## config.mk

```make
export PLATFORM = sky130hd
export DESIGN_NAME = btb_access_sched_flat
export DESIGN_NICKNAME = d
export VERILOG_FILES = /design/src/rtl/btb_access_sched_if.sv /design/src/rtl/btb_access_sched.sv /design/src/flat_wrapper.sv
export SDC_FILE = /design/constraint.sdc
export NUM_CORES = 1
export LEC_CHECK = 0
export CORE_MARGIN = 8
export CORE_UTILIZATION = 51
export CTS_CLUSTER_DIAMETER = 150
export DETAILED_ROUTE_END_ITERATION = 12
export PLACE_DENSITY = 0.86
export SLEW_MARGIN = 0
export SYNTH_ARGS = -nofsm -noshare
export SYNTH_HDL_FRONTEND = slang
export SYNTH_SLANG_ARGS = --single-unit
```

## constraint.sdc

```tcl
create_clock -name clk -period 2.4 [get_ports clk]
set_input_delay 0.48 -clock clk [delete_from_list [all_inputs] [get_ports clk]]
set_output_delay 0.48 -clock clk [all_outputs]
set_load 0.02 [all_outputs]
```

## src/rtl/btb_access_sched_if.sv

```systemverilog
// btb_access_sched_if: fetch lookup, branch update and BTB access bundle
interface btb_access_sched_if;
  logic        lk_valid;
  logic [31:0] lk_pc;
  logic        lk_ready;
  logic        up_valid;
  logic [31:0] up_pc;
  logic [31:0] up_tgt;
  logic        up_taken;
  logic        up_isb;
  logic        up_ready;
  logic        bt_en;
  logic        bt_we;
  logic [31:0] bt_pc;
  logic [31:0] bt_tgt;
  logic        bt_taken;
  logic        bt_isb;
  logic        rsp_stale;
  modport master (
    output lk_valid, lk_pc, up_valid, up_pc, up_tgt, up_taken, up_isb,
    input  lk_ready, up_ready, bt_en, bt_we, bt_pc, bt_tgt, bt_taken, bt_isb, rsp_stale
  );
  modport slave (
    input  lk_valid, lk_pc, up_valid, up_pc, up_tgt, up_taken, up_isb,
    output lk_ready, up_ready, bt_en, bt_we, bt_pc, bt_tgt, bt_taken, bt_isb, rsp_stale
  );
endinterface

```

## src/rtl/btb_access_sched.sv

```systemverilog
// btb_access_sched: single-port BTB arbiter between fetch lookups and a 2-deep update FIFO
module btb_access_sched #(
  parameter int unsigned STARVE_MAX = 3
) (
  input  logic               clk,
  input  logic               rst_n,
  btb_access_sched_if.slave  bus
);
  localparam logic [1:0] SMAX = 2'(STARVE_MAX);
  typedef struct packed {
    logic [31:0] pc;
    logic [31:0] tgt;
    logic        taken;
    logic        isb;
  } ent_t;
  ent_t        mem_q [2];
  ent_t        mem_d [2];
  ent_t        head;
  logic [1:0]  count_q, count_d, starve_q, starve_d;
  logic        rd_q, rd_d, wr_q, wr_d;
  logic        lk_gnt, wr_gnt, push, hit;
  logic        bt_en_q, bt_en_d, bt_we_q, bt_we_d;
  logic [31:0] bt_pc_q, bt_pc_d, bt_tgt_q, bt_tgt_d;
  logic        bt_taken_q, bt_taken_d, bt_isb_q, bt_isb_d;
  logic        rsp_stale_q, rsp_stale_d;
  always_comb begin
    lk_gnt      = rst_n & bus.lk_valid & (count_q < 2'd2) & (starve_q < SMAX);
    wr_gnt      = rst_n & ~lk_gnt & (count_q != 2'd0);
    push        = bus.up_valid & (count_q < 2'd2);
    head        = mem_q[rd_q];
    // only entries already queued are compared; this cycle's push is not visible yet
    hit         = ((count_q != 2'd0) && (mem_q[rd_q].pc == bus.lk_pc)) ||
                  ((count_q == 2'd2) && (mem_q[~rd_q].pc == bus.lk_pc));
    mem_d       = mem_q;
    mem_d[wr_q] = push ? {bus.up_pc, bus.up_tgt, bus.up_taken, bus.up_isb} : mem_q[wr_q];
    count_d     = count_q + {1'b0, push} - {1'b0, wr_gnt};
    wr_d        = wr_q ^ push;
    rd_d        = rd_q ^ wr_gnt;
    starve_d    = (wr_gnt || count_q == 2'd0) ? 2'd0 : starve_q + {1'b0, lk_gnt};
    bt_en_d     = lk_gnt | wr_gnt;
    bt_we_d     = wr_gnt;
    bt_pc_d     = lk_gnt ? bus.lk_pc : wr_gnt ? head.pc : 32'd0;
    bt_tgt_d    = wr_gnt ? head.tgt : 32'd0;
    bt_taken_d  = wr_gnt & head.taken;
    bt_isb_d    = wr_gnt & head.isb;
    rsp_stale_d = lk_gnt & hit;
  end
  always_ff @(posedge clk) begin
    if (!rst_n) begin
      mem_q       <= '{default: '0};
      count_q     <= '0;
      starve_q    <= '0;
      rd_q        <= 1'b0;
      wr_q        <= 1'b0;
      bt_en_q     <= 1'b0;
      bt_we_q     <= 1'b0;
      bt_pc_q     <= '0;
      bt_tgt_q    <= '0;
      bt_taken_q  <= 1'b0;
      bt_isb_q    <= 1'b0;
      rsp_stale_q <= 1'b0;
    end else begin
      mem_q       <= mem_d;
      count_q     <= count_d;
      starve_q    <= starve_d;
      rd_q        <= rd_d;
      wr_q        <= wr_d;
      bt_en_q     <= bt_en_d;
      bt_we_q     <= bt_we_d;
      bt_pc_q     <= bt_pc_d;
      bt_tgt_q    <= bt_tgt_d;
      bt_taken_q  <= bt_taken_d;
      bt_isb_q    <= bt_isb_d;
      rsp_stale_q <= rsp_stale_d;
    end
  end
  assign bus.lk_ready  = lk_gnt;
  assign bus.up_ready  = count_q < 2'd2;
  assign bus.bt_en     = bt_en_q;
  assign bus.bt_we     = bt_we_q;
  assign bus.bt_pc     = bt_pc_q;
  assign bus.bt_tgt    = bt_tgt_q;
  assign bus.bt_taken  = bt_taken_q;
  assign bus.bt_isb    = bt_isb_q;
  assign bus.rsp_stale = rsp_stale_q;
endmodule

```

## src/flat_wrapper.sv

```systemverilog
// flat-port wrapper written by rule: the top's interface ports become plain ports
module btb_access_sched_flat 
#(
  parameter int unsigned STARVE_MAX = 3
)
  (clk, rst_n, bus_lk_valid, bus_lk_pc, bus_up_valid, bus_up_pc, bus_up_tgt, bus_up_taken, bus_up_isb, bus_lk_ready, bus_up_ready, bus_bt_en, bus_bt_we, bus_bt_pc, bus_bt_tgt, bus_bt_taken, bus_bt_isb, bus_rsp_stale);
  btb_access_sched_if bus_i ();
  input  logic clk;
  input  logic rst_n;
  input wire logic [$bits(bus_i.lk_valid)-1:0] bus_lk_valid;
  input wire logic [$bits(bus_i.lk_pc)-1:0] bus_lk_pc;
  input wire logic [$bits(bus_i.up_valid)-1:0] bus_up_valid;
  input wire logic [$bits(bus_i.up_pc)-1:0] bus_up_pc;
  input wire logic [$bits(bus_i.up_tgt)-1:0] bus_up_tgt;
  input wire logic [$bits(bus_i.up_taken)-1:0] bus_up_taken;
  input wire logic [$bits(bus_i.up_isb)-1:0] bus_up_isb;
  output wire logic [$bits(bus_i.lk_ready)-1:0] bus_lk_ready;
  output wire logic [$bits(bus_i.up_ready)-1:0] bus_up_ready;
  output wire logic [$bits(bus_i.bt_en)-1:0] bus_bt_en;
  output wire logic [$bits(bus_i.bt_we)-1:0] bus_bt_we;
  output wire logic [$bits(bus_i.bt_pc)-1:0] bus_bt_pc;
  output wire logic [$bits(bus_i.bt_tgt)-1:0] bus_bt_tgt;
  output wire logic [$bits(bus_i.bt_taken)-1:0] bus_bt_taken;
  output wire logic [$bits(bus_i.bt_isb)-1:0] bus_bt_isb;
  output wire logic [$bits(bus_i.rsp_stale)-1:0] bus_rsp_stale;
  assign bus_i.lk_valid = bus_lk_valid;
  assign bus_i.lk_pc = bus_lk_pc;
  assign bus_i.up_valid = bus_up_valid;
  assign bus_i.up_pc = bus_up_pc;
  assign bus_i.up_tgt = bus_up_tgt;
  assign bus_i.up_taken = bus_up_taken;
  assign bus_i.up_isb = bus_up_isb;
  assign bus_lk_ready = bus_i.lk_ready;
  assign bus_up_ready = bus_i.up_ready;
  assign bus_bt_en = bus_i.bt_en;
  assign bus_bt_we = bus_i.bt_we;
  assign bus_bt_pc = bus_i.bt_pc;
  assign bus_bt_tgt = bus_i.bt_tgt;
  assign bus_bt_taken = bus_i.bt_taken;
  assign bus_bt_isb = bus_i.bt_isb;
  assign bus_rsp_stale = bus_i.rsp_stale;
  btb_access_sched #(.STARVE_MAX(STARVE_MAX)) u_core (.clk(clk), .rst_n(rst_n), .bus(bus_i));
endmodule
```

# Word level (Yosys, flattened, before mapping)
# Index checks and enable logic that the tools add are counted.
[op_classes]
n_reduce_logical = 9
bitwise = 18
muxes = 15
n_eq_ne = 3
add_sub_neg = 3
order_cmp = 6
[op_table]
columns = ["cell", "n"]
rows = [
  ["66-bit two-way mux", 11],
  ["132-bit bitwise mux", 1],
  ["66-bit demux with 1-bit select", 1],
  ["32-bit == test", 2],
  ["32-bit two-way mux", 2],
  ["1-bit AND", 9],
  ["2-bit >= comparator, second input constant", 3],
  ["1-bit inverter with 2-bit output", 3],
  ["2-bit by 1-bit adder with 2-bit output", 2],
  ["2-bit less-than comparator, second input constant", 2],
  ["1-bit logical AND", 3],
  ["1-bit inverter", 3],
  ["2-bit == test, second input constant", 1],
  ["2-bit logical NOT", 1],
  ["1-bit logical OR", 2],
  ["2-bit by 1-bit less-than comparator with 1-bit output, second input constant", 1],
  ["2-bit AND reduction", 1],
  ["2-bit nonzero test", 1],
  ["2-bit OR reduction", 1],
  ["2-bit by 1-bit subtractor with 2-bit output", 1],
  ["1-bit bitwise XOR", 2],
  ["1-bit OR", 1],
]
[word_totals]
out_inout_bits = 71
word_cells = 73
input_bits = 102
ff_bits = 207

# Logic depth before layout (Yosys ltp)
# Gate-level depths: netlist (run 1).
[logic_depth]
ltp_word = 9
mapped_depth = 11
mapped_depth_nobuf = 10

# Worst setup path after synthesis (run 1)
# OpenSTA, ideal clock, no wires.
[synth_path]
path_type = "register to register"
startpoint = "register u_core.count_q[1]"
endpoint = "register u_core.count_q[1]"
required_ns = 2.285
path_buffers = 1
arrival_ns = 2.171
setup_slack_ns = 0.114
synth_period_minus_slack_ns = 2.286
setup_ns = 0.115
stages_incl_launch_ff = 12
path_cell_list = "dfxtp_1 > inv_1 > nand4_1 > nand2_1 > clkbuf_1 > inv_1 > ha_1 > inv_1 > ha_1 > xnor2_1 > xnor2_1 > and2_1"
[synth_via]
elab_chain_len = 7
elab_cells_between_ends = 10
classes_between = "add/sub (2); order compare (1); bitwise (6); reduce/logical (1)"
[synth_lines]
columns = ["element", "line_no", "source"]
rows = [
  ["start: declaration", "btb_access_sched.sv:19", "logic [1:0] count_q, count_d, starve_q, starve_d;"],
  ["start signal: assignment", "btb_access_sched.sv:64", "count_q <= count_d;"],
  ["2-bit less-than comparator", "-", ""],
  ["named net bus_up_ready", "flat_wrapper.sv:18", "output wire logic [$bits(bus_i.up_ready)-1:0] bus_up_ready;"],
  ["1-bit AND (2 in a row)", "btb_access_sched.sv:27", "lk_gnt = rst_n & bus.lk_valid & (count_q < 2'd2) & (starve_q < SMAX);"],
  ["1-bit inverter", "btb_access_sched.sv:28", "wr_gnt = rst_n & ~lk_gnt & (count_q != 2'd0);"],
  ["1-bit AND (2 in a row)", "btb_access_sched.sv:28", ""],
  ["named net u_core.bt_we_d", "btb_access_sched.sv:22", "logic bt_en_q, bt_en_d, bt_we_q, bt_we_d;"],
  ["2-bit by 1-bit subtractor with 2-bit output", "btb_access_sched.sv:36", "count_d = count_q + {1'b0, push} - {1'b0, wr_gnt};"],
]
# The timed path passes the listed nets, and every way through them passes these cells.
# A chain may end at the register's enable or synchronous reset.

# Worst setup path after layout (run 1)
[layout_path]
startpoint = "register u_core.count_q[1]"
endpoint = "output bus_lk_ready"
[layout_via]
elab_chain_len = 3
[layout_lines]
columns = ["element", "line_no", "source"]
rows = [
  ["2-bit less-than comparator", "btb_access_sched.sv:27", ""],
  ["1-bit AND (2 in a row)", "btb_access_sched.sv:27", ""],
  ["end: declaration", "flat_wrapper.sv:17", "output wire logic [$bits(bus_i.lk_ready)-1:0] bus_lk_ready;"],
]
# No other way between the ends.

==> reports/results.ini, run 1 <==
[global_route]
overflow=0
first_global_vias=6580
grt_start_max_net_pins=113
grt_pass1_wl_mm=33.5
antenna_found_initial=1
global_route.usage.total=0.203

[drt]
drt-wirelength-per-cell_um=16.5
finalWirelength_mm=21.2
drc_errors=0
vias=6666
drt_pre_antenna_iters=5
ant_nets=0
drc_marker_count_from_the_first_detailed_route_iteration=383
routed_via_density=5.19

[floorplanning]
full_die_area_sq_um=20300
start_util=0.517
boundaryPins=173
die-height_um=142
placementRows=46
core_region_area_sq_um=15800
die_x_um=142

[synthesis]
synthCells=908
yosysSeqAreaShare=0.509
netlist_top_cells_area=sky130_fd_sc_hd__dfxtp_1 (51%), sky130_fd_sc_hd__nand2_1 (14%), sky130_fd_sc_hd__a21boi_0 (12%)
synth_nets=1013
synth_xor_xnor_area_share=0.0387
synth_ff_type=sky130_fd_sc_hd__dfxtp_1
netlist-cell-type-count=27
synth_top_area_cell=sky130_fd_sc_hd__dfxtp_1
synth-async-reset-ratio=0
synth.top_cell.area_share=0.509
synth_top_cells_by_count=sky130_fd_sc_hd__nand2_1 (302), sky130_fd_sc_hd__dfxtp_1 (207), sky130_fd_sc_hd__a21boi_0 (133), sky130_fd_sc_hd__mux2i_1 (59), sky130_fd_sc_hd__nor2_1 (35)
yosys.area_share.simple=0.171
yosys_warnings=0
synth_top_family_by_area=simple AND/OR/NAND/NOR gates
synth_enable_flop_cells=0
flip_flop_and_latch_count_after_synthesis=207
post_synth_mux_area_share=0.0843
synth.most_common_cell=sky130_fd_sc_hd__nand2_1
synth_area_sq_um=8150
synth-compound-area-share=0.154
synth-adder-area-share=0.00461
syn-mean-instance-area_sq_um=8.97

[status]
status=complete, no violations

[power]
vdd.ir_drop.worst_uv=571
powerDensity_nw_per_um2=906
leakagePower_nw=3.79

[clock_network]
cts_tree=yes
worst_skew_pair.late_latency_ns=0.49
post_cts_buffers=0
cts_max_path_buffers=3
post_cts_hold_buffer_count=0
cts_htree_levels=1
clock_sink_count=207
numCtsBuffers=21
root_buffer=sky130_fd_sc_hd__clkbuf_16
post_cts_resized=1
clk_pin_slew_worst_paths_ns=0.06

[cells_and_area]
fillerInstances=1271
final_cells=1285
share_of_post_route_cells_with_drive_strength_above_1=0.0617
num_antenna_cells=0
multiInputGateArea_sq_um=3700
final-seq-area_sq_um=4150
fin_nets=1163
area.growth.synth_to_final_pct=31.7
post_route_core_utilization=0.680

[placement]
placed_insts=1251
hpwl_mm=14.0
gp_routability_congestion=0.773
post-place-ws_ns=0.0321
io_buffer_count=172

[timing]
final-setup-viol-count=0
final.setup_skew_ns=0.0108
slew_at_the_pin_closest_to_its_max_slew_limit_ns=0.898
number_of_hold_slack_violations_in_the_final_timing_report=0
fmax_ghz=0.460
period_share=0.907
final-max-slew-violation-count=0
final.min_clock_period_ns=2.18
timing.final.ws_setup_ns=0.224
tns_ns=0
max_slew_margin=0.401
unrepaired_setup_endpoints_after_global_routing=no

[worst_setup_path]
timing.critical_path.max_delay_family=buffers and inverters
critical_path_buffer_and_inverter_count=3
path_class=reg2out
worst_setup_path_end_kind=primary output
critical_path.slowest_cell=sky130_fd_sc_hd__dlygate4sd2_1
cpPeakStageDelay_ns=0.39
crit_chain=inv_1 -> nand4_1 -> inv_2 -> dlygate4sd2_1
critical_path_peak_fanout=4
worst-endpoint-arrival_ns=1.70
cp_data_required_time_ns=1.92
critPathLaunchType=flip-flop

[flow_run]
drv.max_cap_violation_count=0

[min_path]
min_path_type=in2reg

-- worst min-delay path, cell delays in order --
cell	delay, ns
sky130_fd_sc_hd__buf_4	0.10
sky130_fd_sc_hd__o21a_1	0.13
sky130_fd_sc_hd__and3_1	0.15
-- report_power, final --
part	switching (mW)	total [mW]	internal, mW
combinational	1.44	2.56	1.12
sequential	0.252	4.05	3.79
clock	1.27	3.11	1.84
-- layout by cell type, fill, tap and decap left out, types with 2 or more instances in the layout --
cell type / instances
sky130_fd_sc_hd__mux2i_2: 7
sky130_fd_sc_hd__clkbuf_8: 8
sky130_fd_sc_hd__buf_4: 15
sky130_fd_sc_hd__nand2_1: 301
sky130_fd_sc_hd__nor3_1: 2
sky130_fd_sc_hd__clkbuf_16: 21
sky130_fd_sc_hd__dfxtp_1: 206
sky130_fd_sc_hd__and2_1: 3
sky130_fd_sc_hd__xnor2_1: 32
sky130_fd_sc_hd__a21boi_0: 133
sky130_fd_sc_hd__nor2_1: 34
sky130_fd_sc_hd__mux2i_1: 59
sky130_fd_sc_hd__xor2_1: 4
sky130_fd_sc_hd__ha_1: 3
sky130_fd_sc_hd__o31ai_1: 32
sky130_fd_sc_hd__nand4_1: 3
sky130_fd_sc_hd__buf_12: 5
sky130_fd_sc_hd__clkbuf_1: 3
sky130_fd_sc_hd__inv_1: 6
sky130_fd_sc_hd__clkdlybuf4s50_1: 170
sky130_fd_sc_hd__nor4_1: 7
-- cell families after synthesis --
group,count (synthesis)
fa+ha+maj,3
flops,207
mux,66
buf+inv,71
compound gates,168
xor+xnor,36
simple gates,357
-- layer usage --
layer | vias up | share of wire | track usage | wire [um]
li1 | 3282 | - | - | -
met1 | 3158 | 0.41 | 0.235 | 8600
met2 | 191 | 0.50 | 0.364 | 10700
met3 | 33 | 0.064 | 0.0423 | 1350
met4 | 2 | 0.026 | 0.0721 | 554
met5 | - | 0.00038 | 0 | 8
-- through the flow --
step | power [mW] | cell area [sq um] | hold WS [ns]
floorplan | 5.73 | 8150 | 0.443
global placement | 6.62 | 10100 | 0.448
CTS | 9.79 | 10700 | 0.403
finish | 9.72 | 10700 | 0.416
global route | 10.2 | 10700 | 0.454
detailed placement | 6.67 | 10100 | 0.455
-- registers in the layout, summed over array words and instances, names as in the netlist --
signal	count
u_core.count_q	2
u_core.wr_q	1
u_core.bus.rsp_stale	1
u_core.rd_q	1
u_core.bus.bt_pc	32
u_core.bus.bt_taken	1
u_core.bus.bt_en	1
u_core.mem_q	132
u_core.bus.bt_we	1
u_core.bus.bt_isb	1
u_core.starve_q	2
u_core.bus.bt_tgt	32
-- path summary, 6_finish.rpt --
path | from | to | slack, ns | depth (start not counted)
worst min-delay path | rst_n | u_core.starve_q[0] | 0.42 | 3
worst min register to register | u_core.mem_q[121] | u_core.mem_q[121] | 0.46 | 2
worst max-delay path | u_core.count_q[1] | bus_lk_ready | 0.22 | 4
worst max register to register | u_core.rd_q | u_core.bus.rsp_stale | 0.35 | 6
-- area by class of cell --
type	count	share of cell area
Clock buffer	32	0.0603
Inverter	7	0.00245
Timing Repair Buffer	191	0.179
Sequential cell	207	0.387
Multi-Input combinational cell	630	0.345
Tap cell	216	0.0252
Clock inverter	2	0.00117
Power figures use the tool's default switching activity.
==> run 2: changes to the inputs <==
- ABC_CLOCK_PERIOD_IN_PS: unset -> 2400
- GPL_TIMING_DRIVEN: unset -> 1
==> results of run 2 <==
Final layout, timing and power as in run 1 (identical DEF).
==> run 3: changes to the inputs <==
- CORE_ASPECT_RATIO: unset -> 1.5
==> reports/results.ini, run 3 (synthesis gave the netlist of run 1 again) <==
[status]
status=complete, no violations

[cells_and_area]
area.growth.synth_to_final_pct=31.4
layout_commonest_cell=sky130_fd_sc_hd__nand2_1
share_of_post_route_cells_with_drive_strength_above_1=0.0582  ; -0.00358
num_antenna_cells=0  ; unchanged
max_reg_flops=132  ; unchanged
layout_common_cells=sky130_fd_sc_hd__nand2_1 (301), sky130_fd_sc_hd__dfxtp_1 (206), sky130_fd_sc_hd__clkdlybuf4s50_1 (170)
fin_nets=1159  ; -0.34%
fillerInstances=1238  ; -2.6%
largest_register_by_flop_count=u_core.mem_q

[drt]
vias=6584  ; -1.2%
drc_errors=0  ; unchanged
drt_pre_antenna_iters=5  ; unchanged
routed_via_density=5.19  ; about the same
finalWirelength_mm=21.2  ; -0.15%
drc_marker_count_from_the_first_detailed_route_iteration=362  ; -5.5%
drt-wirelength-per-cell_um=16.7  ; +1.1%
ant_nets=0  ; unchanged

[flow_run]
drv.max_cap_violation_count=0  ; unchanged

[placement]
gp_routability_congestion=0.806  ; +4.3%
post-place-ws_ns=0.0337  ; +0.00160 ns
hpwl_mm=14.4  ; +2.9%
io_buffer_count=172  ; unchanged

[worst_setup_path]
critical_path_buffer_and_inverter_count=3  ; unchanged
path_class=reg2out
rr_startpoint=u_core.rd_q
critPathLaunchType=flip-flop
worstReg2RegEnd=u_core.bus.rsp_stale
worst_setup_path_end_kind=primary output
crit_chain=inv_1 -> nand4_1 -> inv_2 -> dlygate4sd2_1
cpPeakStageDelay_ns=0.37  ; -0.02 ns
cp_data_required_time_ns=1.92  ; about the same
critical_path.slowest_cell=sky130_fd_sc_hd__dfxtp_1
critical_path_peak_fanout=4  ; unchanged
r2r.worst_path.cells=6  ; unchanged
worst-endpoint-arrival_ns=1.73  ; +0.03 ns
timing.critical_path.max_delay_family=buffers and inverters
r2r_slack_ns=0.36  ; about the same

[timing]
slew_at_the_pin_closest_to_its_max_slew_limit_ns=0.721  ; -0.177 ns
hold_slack_ns=0.433  ; +0.0177 ns
fmax_ghz=0.453  ; -1.3%
final-setup-viol-count=0  ; unchanged
max_slew_margin=0.520  ; +0.118
final-max-slew-violation-count=0  ; unchanged
timing.final.ws_setup_ns=0.194  ; -0.0297 ns
number_of_hold_slack_violations_in_the_final_timing_report=0  ; unchanged
final.min_clock_period_ns=2.21  ; +0.0297 ns
tns_ns=0  ; unchanged
period_share=0.919  ; +0.0124
final.setup_skew_ns=0.0122  ; +0.00140 ns
unrepaired_setup_endpoints_after_global_routing=no

[clock_network]
cts_tree=yes
root_buffer=sky130_fd_sc_hd__clkbuf_16
worst_skew_pair.late_latency_ns=0.48  ; about the same
post_cts_buffers=0  ; unchanged
cts_htree_levels=1  ; unchanged
numCtsBuffers=19  ; -9.5%
clock_sink_count=207  ; unchanged
clk_pin_slew_worst_paths_ns=0.07  ; about the same
cts_max_path_buffers=3  ; unchanged

[global_route]
overflow=0  ; unchanged
first_global_vias=6826  ; +3.7%
global_route.usage.total=0.204  ; about the same
grt_pass1_wl_mm=34.2  ; +2.1%
antenna_found_initial=2  ; +1
grt_start_max_net_pins=87  ; -23%

[floorplanning]
start_util=0.521  ; +0.00480
die_x_um=119  ; -16%
die-height_um=171  ; +20%
placementRows=56  ; +22%
core_region_area_sq_um=15600  ; -0.92%
full_die_area_sq_um=20400  ; +0.41%
boundaryPins=173  ; unchanged

[min_path]
min_path_type=in2reg
min-delay-start=rst_n
worst_hold_path.endpoint=u_core.starve_q[0]
min_delay_path_depth=3  ; unchanged

[power]
total_power_mw=9.69  ; -0.25%
powerDensity_nw_per_um2=905  ; about the same
vdd.ir_drop.worst_uv=603  ; +5.6%
leakagePower_nw=3.78  ; -0.36%

==> run 3: power by group <==
part | total, mW | switching, mW | internal (mW)
sequential | 4.02 | 0.230 | 3.79
combinational | 2.59 | 1.45 | 1.14
clock | 3.08 | 1.25 | 1.83
total | 9.69 | 2.93 | 6.76
==> run 3: worst max-delay path by stage <==
stage,start,to,slack [ns],cells after the start
after floorplan,u_core.count_q[1],u_core.count_q[1],0.11,11
after global placement,bus_lk_valid,bus_lk_ready,0.06,4
after detailed placement,bus_lk_valid,u_core.starve_q[0],0.03,6
after CTS,u_core.count_q[1],bus_lk_ready,0.16,4
after global routing,u_core.count_q[1],bus_lk_ready,0.1,4
final,u_core.count_q[1],bus_lk_ready,0.19,4
==> run 3: worst register-to-register path, cell delays in order, from the launching register on <==
cell and delay [ns]:
sky130_fd_sc_hd__dfxtp_4 0.52, sky130_fd_sc_hd__buf_12 0.29, sky130_fd_sc_hd__mux2i_1 0.36, sky130_fd_sc_hd__xnor2_1 0.10
sky130_fd_sc_hd__nor4_1 0.34, sky130_fd_sc_hd__nand4_1 0.16, sky130_fd_sc_hd__nor3_2 0.19
==> run 3: metrics by stage <==
stage	area, sq um	std cells	utilization
after floorplan	8150	908	-
after global placement	10100	1236	0.645
after detailed placement	10100	1236	0.645
after CTS	10700	1269	0.685
after global routing	10700	1269	0.685
final	10700	1269	0.685
==> run 3: timing repair <==
item	CTS	global route
hold buffers	0	0
gates resized for setup	1	0
endpoints found under the setup margin	1	0
==> run 3: routing by layer <==
layer / part of all wire / global-route usage / vias up
li1: - / - / 3273
met1: 0.38 / 0.211 / 3078
met2: 0.53 / 0.390 / 196
met3: 0.064 / 0.0468 / 33
met4: 0.024 / 0.0723 / 4
met5: 0.0010 / 0 / -
==> run 3: layout make-up <==
cell class / count / area, sq um / share of cell area
Tap cell: 203 / 254 / 0.0237
Multi-Input combinational cell: 630 / 3710 / 0.347
Inverter: 7 / 26.3 / 0.00245
Clock buffer: 28 / 559 / 0.0522
Timing Repair Buffer: 189 / 1930 / 0.181
Clock inverter: 5 / 77.6 / 0.00724
Sequential cell: 207 / 4150 / 0.387
